$ cat src/rtl/reg_file_if.sv
// Register-file access bundle: two combinational read ports (A1/RD1, A2/RD2)
// and one clocked write port (A3/WE3/WD3).
interface reg_file_if #(
  parameter int XLEN = 32
);
  logic [4:0]      A1;
  logic [4:0]      A2;
  logic [4:0]      A3;
  logic            WE3;
  logic [XLEN-1:0] WD3;
  logic [XLEN-1:0] RD1;
  logic [XLEN-1:0] RD2;

  modport master (output A1, A2, A3, WE3, WD3, input RD1, RD2);
  modport slave  (input A1, A2, A3, WE3, WD3, output RD1, RD2);
endinterface

$ cat src/rtl/reg_file.sv
// RV-style 2R/1W integer register file; x0 is hard-wired to zero.
// Optional macro REGFILE_BYPASS_EN forwards same-cycle write data to the read ports.
module reg_file #(
  parameter int NREG = 32,
  parameter int XLEN = 32
) (
  input  logic     CLK,
  input  logic     RST,
  reg_file_if.slave bus
);

  // x0 has no storage, so the array starts at index 1
  logic [XLEN-1:0] r_regs [1:NREG-1];

  logic            w_wr_en;
  logic [XLEN-1:0] w_rd1_stored;
  logic [XLEN-1:0] w_rd2_stored;

  assign w_wr_en = bus.WE3 && !RST && (bus.A3 != 5'd0);

  always_ff @(posedge CLK) begin
    if (RST) begin
      for (int i = 1; i < NREG; i++) r_regs[i] <= '0;
    end else if (w_wr_en) begin
      r_regs[bus.A3] <= bus.WD3;
    end
  end

  assign w_rd1_stored = (bus.A1 == 5'd0) ? '0 : r_regs[bus.A1];
  assign w_rd2_stored = (bus.A2 == 5'd0) ? '0 : r_regs[bus.A2];

`ifdef REGFILE_BYPASS_EN
  logic w_fwd1;
  logic w_fwd2;

  // w_wr_en already excludes x0 and reset, so a forwarded value is never nonzero for x0
  assign w_fwd1  = w_wr_en && (bus.A1 == bus.A3);
  assign w_fwd2  = w_wr_en && (bus.A2 == bus.A3);
  assign bus.RD1 = w_fwd1 ? bus.WD3 : w_rd1_stored;
  assign bus.RD2 = w_fwd2 ? bus.WD3 : w_rd2_stored;
`else
  assign bus.RD1 = w_rd1_stored;
  assign bus.RD2 = w_rd2_stored;
`endif

endmodule
$ cat src/flat_wrapper.sv
// flat-port wrapper written by rule: the top's interface ports become plain ports
module reg_file_flat 
#(
  parameter int NREG = 32,
  parameter int XLEN = 32
)
  (CLK, RST, bus_A1, bus_A2, bus_A3, bus_WE3, bus_WD3, bus_RD1, bus_RD2);
  reg_file_if #(.XLEN(XLEN)) bus_i ();
  input  logic CLK;
  input  logic RST;
  input wire logic [$bits(bus_i.A1)-1:0] bus_A1;
  input wire logic [$bits(bus_i.A2)-1:0] bus_A2;
  input wire logic [$bits(bus_i.A3)-1:0] bus_A3;
  input wire logic [$bits(bus_i.WE3)-1:0] bus_WE3;
  input wire logic [$bits(bus_i.WD3)-1:0] bus_WD3;
  output wire logic [$bits(bus_i.RD1)-1:0] bus_RD1;
  output wire logic [$bits(bus_i.RD2)-1:0] bus_RD2;
  assign bus_i.A1 = bus_A1;
  assign bus_i.A2 = bus_A2;
  assign bus_i.A3 = bus_A3;
  assign bus_i.WE3 = bus_WE3;
  assign bus_i.WD3 = bus_WD3;
  assign bus_RD1 = bus_i.RD1;
  assign bus_RD2 = bus_i.RD2;
  reg_file #(.NREG(NREG), .XLEN(XLEN)) u_core (.CLK(CLK), .RST(RST), .bus(bus_i));
endmodule
$ cat config.mk
export PLATFORM = sky130hd
export DESIGN_NAME = reg_file_flat
export DESIGN_NICKNAME = d
export VERILOG_FILES = /design/src/rtl/reg_file_if.sv /design/src/rtl/reg_file.sv /design/src/flat_wrapper.sv
export SDC_FILE = /design/constraint.sdc
export NUM_CORES = 2
export LEC_CHECK = 0
export CAP_MARGIN = 20
export CELL_PAD_IN_SITES_DETAIL_PLACEMENT = 1
export CELL_PAD_IN_SITES_GLOBAL_PLACEMENT = 1
export CORE_ASPECT_RATIO = 0.5
export CORE_UTILIZATION = 58
export CTS_CLUSTER_SIZE = 30
export DETAILED_ROUTE_END_ITERATION = 10
export PLACE_DENSITY = 0.95
export SLEW_MARGIN = 10
export SYNTH_ARGS = -nofsm -noshare
export SYNTH_HDL_FRONTEND = slang
export SYNTH_SLANG_ARGS = --single-unit
$ cat constraint.sdc
create_clock -name CLK -period 2.9 [get_ports CLK]
set_input_delay 0.29 -clock CLK [delete_from_list [all_inputs] [get_ports CLK]]
set_output_delay 0.29 -clock CLK [all_outputs]
set_load 0.05 [all_outputs]
==> results of run 1 <==
## logic make-up after synthesis
group / synth area share, %
muxes: 21.9
and+or+nand+nor: 13.6
DFF: 55.8
buffers and inverters: 3.45
AOI/OAI and AO/OA: 5.19
other: 0.00681
## metrics by stage
step	worst slack (ps)	cell area (um2)	hold WS (ps)	util [%]
global placement	-38.5	60100	1120	64.3
detailed placement	-150	60100	1150	64.3
CTS	-109	64400	413	68.8
floorplan	15.6	55300	389	-
## timing repair
item / 4_1_cts
buffers inserted: 49
endpoints found under the setup margin: 62
gates resized for setup: 259
gates cloned: 2
hold buffers: 0
pin swaps: 41
## routing by layer
layer / GRT usage (%) / GRT overflow
met4: 81.5 / 25
met2: 92.7 / 15
met3: 81.7 / 2
met1: 83.3 / 11
met5: 70.6 / 0
==> out/qor.txt, run 1 <==
Die Height -> 220 um
Clk sink count -> 1,024
Initial antenna violation count -> 59
Cells after Synth -> 3,792
DP HPWL -> 137,000 um
Worst EP Category -> output port
Initial core utilization -> 58.9%
CTS Buffer Depth -> 3
Routability cong. -> 0.961
Commonest cells post-synth -> 1,024 x edfxtp_1, 994 x and2_1, 320 x mux2i_1
Flops & latches, synth -> 1,024
Sequential area share after synthesis -> 55.8%
Stop err -> [ERROR GRT-0232] Routing congestion too high. Check the congestion heatmap in the GUI.
DP Cell Count -> 5,086
Status -> did not finish
Grt total ovfl -> 53
Ys flop type -> edfxtp_1
Last stage -> 5_1_grt
Mean Syn Cell Area -> 14.5 um2
Number of distinct library cells after synthesis -> 40
Total CTS buffers -> 93
Worst-path endpoint after global-route repair_timing -> bus_RD1[11]
Synthesized area -> 55,100 um2
Htree depth -> 3
Largest area contributor in the netlist -> edfxtp_1
I/O pin count -> 114
Yosys top cell area share -> 55.8%
Most common cell in the synthesized netlist -> edfxtp_1
Pin count of the biggest net entering global routing -> 50
FP Rows -> 79
Async SR Flop Fraction -> 0%
Root Buffer -> clkbuf_16
GRT Total Usage -> 85.0%
EDFF count, synth -> 1,024
Port buffer count -> 113
Ys Warns -> 0
Die extent in x -> 438 um
Largest cells by area after synthesis -> edfxtp_1 56%, mux4_2 12%, and2_1 11%
==> run 2: changes to the inputs <==
--- a/config.mk
+++ b/config.mk
@@ -6,13 +6,9 @@
 export NUM_CORES = 2
 export LEC_CHECK = 0
 export CAP_MARGIN = 20
-export CELL_PAD_IN_SITES_DETAIL_PLACEMENT = 1
-export CELL_PAD_IN_SITES_GLOBAL_PLACEMENT = 1
-export CORE_ASPECT_RATIO = 0.5
-export CORE_UTILIZATION = 58
-export CTS_CLUSTER_SIZE = 30
+export CORE_UTILIZATION = 40
 export DETAILED_ROUTE_END_ITERATION = 10
-export PLACE_DENSITY = 0.95
+export PLACE_DENSITY_LB_ADDON = 0.15
 export SLEW_MARGIN = 10
 export SYNTH_ARGS = -nofsm -noshare
 export SYNTH_HDL_FRONTEND = slang
==> run 2 against run 1 <==
Compared with the run above: the flow now finishes, with violations (negative setup slack); synthesized area did not move; synthesized cell count stayed put.
==> out/qor.txt, run 2 <==
Status -> complete, but fails checks
Failing checks -> negative setup slack
Pin count of the biggest net entering global routing -> 55
Nets -> 4,091
I/O pin count -> 114 (unchanged)
Final period util -> 102%
Startpoint Class -> flop
Cells after Synth -> 3,792 (unchanged)
DP HPWL -> 123,000 um (-10%)
Area Growth Syn to Fin -> 19.9%
CP Capture Type -> output port
Flops & latches, synth -> 1,024 (unchanged)
Ys Warns -> 0 (unchanged)
DIE AREA -> 139,000 um2
Sequential area share after synthesis -> 55.8% (unchanged)
Yosys top cell area share -> 55.8% (unchanged)
CTS Buffer Depth -> 3 (unchanged)
DR vias -> 35.5k
Die Height -> 373 um (+70%)
Clock-pin slew on the worst setup and hold paths -> 60 ps
Peak supply drop -> 0.465 mV
Max Cap Violations -> 0
Critical Path AT -> 2680 ps
Final worst slack -> -70.0 ps
Initial antenna violation count -> 16
DRC -> 0
Largest Register -> u_core.r_regs
Fmax -> 337 MHz
Htree depth -> 3 (unchanged)
Total CTS buffers -> 112 (+20%)
Hold Crit Class -> primary input to flop
FP Rows -> 135 (+71%)
Root Buffer -> clkbuf_16
GRT Total Usage -> 27.3%
Wirelength per Cell -> 32.4 um
Clk sink count -> 1,024 (unchanged)
Worst slack, placed -> -522 ps (-372 ps)
CTS tree -> done
Endpoints failing setup -> 10
Flip-flop count of the largest register after layout -> 1,024
Power Density -> 568 nW/um2
Layout cells sized above 1 -> 30.4%
Critical path fanouts, max -> 2
Die extent in x -> 373 um (-15%)
Cts hold-fix bufs -> 0 (unchanged)
Largest cells by area after synthesis -> edfxtp_1 56%, mux4_2 12%, and2_1 11%
Synthesized area -> 55,100 um2 (unchanged)
Critical path class -> flop to output port
Routed Antenna Nets -> 0
LEAKAGE -> 23.6 nW
Routability cong. -> 0.899 (-6.4%)
Initial core utilization -> 40.5% (-18 points)
Port buffer count -> 113 (unchanged)
Final Hold Viols -> 0
Mean Syn Cell Area -> 14.5 um2 (unchanged)
Utilization after layout -> 48.6%
Drt via density -> 5.99
RSZ-0062 raised after global routing -> yes
Most common cell in the synthesized netlist -> edfxtp_1
Core Box Area -> 136,000 um2
First-pass GRT wire length -> 272,000 um
DRT Pass-1 Iters -> 7
Commonest cells post-synth -> 1,024 x edfxtp_1, 994 x and2_1, 320 x mux2i_1
Commonest non-fill, non-tap cell in the layout -> edfxtp_1
Number of distinct library cells after synthesis -> 40 (unchanged)
Period minus WS final -> 2970 ps
Slew Limit Fails -> 0
Routed WL -> 192,000 um
EDFF count, synth -> 1,024 (unchanged)
Total power -> 37.5 mW
Grt total ovfl -> 0
Vias in the first global route -> 36.0k
Async SR Flop Fraction -> 0% (unchanged)
Biggest regs -> u_core.r_regs (1024)
Ys flop type -> edfxtp_1
Min Hold Slack -> 406 ps
DR iter-0 viols -> 3,633
Worst Path Required -> 2610 ps
Transition time of the tightest slew-check pin -> 1110 ps
Slew margin rel. -> 26.0%
Largest area contributor in the netlist -> edfxtp_1
Most frequent cells in the layout -> 1,024 x edfxtp_1, 993 x and2_1, 350 x mux4_2
-- run 2: cell counts after synthesis --
No cell type changed its count.
-- run 2: area by class of cell --
| cell class | instances | area (um2) |
|---|---|---|
| fillers | 11600 | 70000 |
| flip-flops and latches | 1024 | 30700 |
| multi-input cells | 2386 | 23700 |
| repair buffers | 515 | 5810 |
| clock buffers | 142 | 2940 |
| well taps | 1781 | 2230 |
| clock inverters | 63 | 524 |
| diodes | 6 | 15.0 |
| inverters | 2 | 8.76 |
-- run 2: final timing paths --
kind	depth (start not counted)	slack, ps	startpoint	end
max	5	-70	u_core.r_regs[28][13]$_SDFFCE_PN0P_	bus_RD1[13]
min	2	410	bus_WD3[14]	u_core.r_regs[0][14]$_DFFE_PP_
-- run 2: worst max-delay path: stages, from the launching register on --
cell and delay, ps:
edfxtp_1 410, mux4_2 490, mux2_4 310, a221oi_4 470, a211oi_4 90, buf_12 180
-- run 2: timing repair --
action,in CTS,in global routing
cloned,0,0
gates resized for setup,218,70
setup endpoints to repair,57,53
pin swaps,36,39
setup buffers,23,10
-- run 2: logic make-up after synthesis --
group | count (synthesis) | synth area share, %
and+or+nand+nor | 1251 | 13.6
DFF | 1024 | 55.8
muxes | 736 | 21.9
buffers and inverters | 413 | 3.45
AOI/OAI and AO/OA | 367 | 5.19
other | 1 | 0.00681
-- run 2: report_power, final --
part / switching [mW] / internal [mW]
registers: 0.438 / 17.1
logic: 3.42 / 2.66
clock network: 6.09 / 7.76
-- run 2: layer usage --
metal	global-route usage (%)	share of wire, %	vias to the layer above
li1	-	-	15000
met1	37.8	43	18700
met2	43.3	47	1489
met3	4.42	6.7	314
met4	10.2	3.8	22
met5	0	0.065	-
-- run 2: metrics by stage --
stage	std cells	setup TNS, ps	cell area, um2
after floorplan	3823	0	55300
after global placement	5702	-1060	61500
after detailed placement	5703	-982	61500
after CTS	5908	-1380	65700
after global routing	5913	-1710	66000
final	5919	-260	66000
Power figures use the tool's default switching activity.
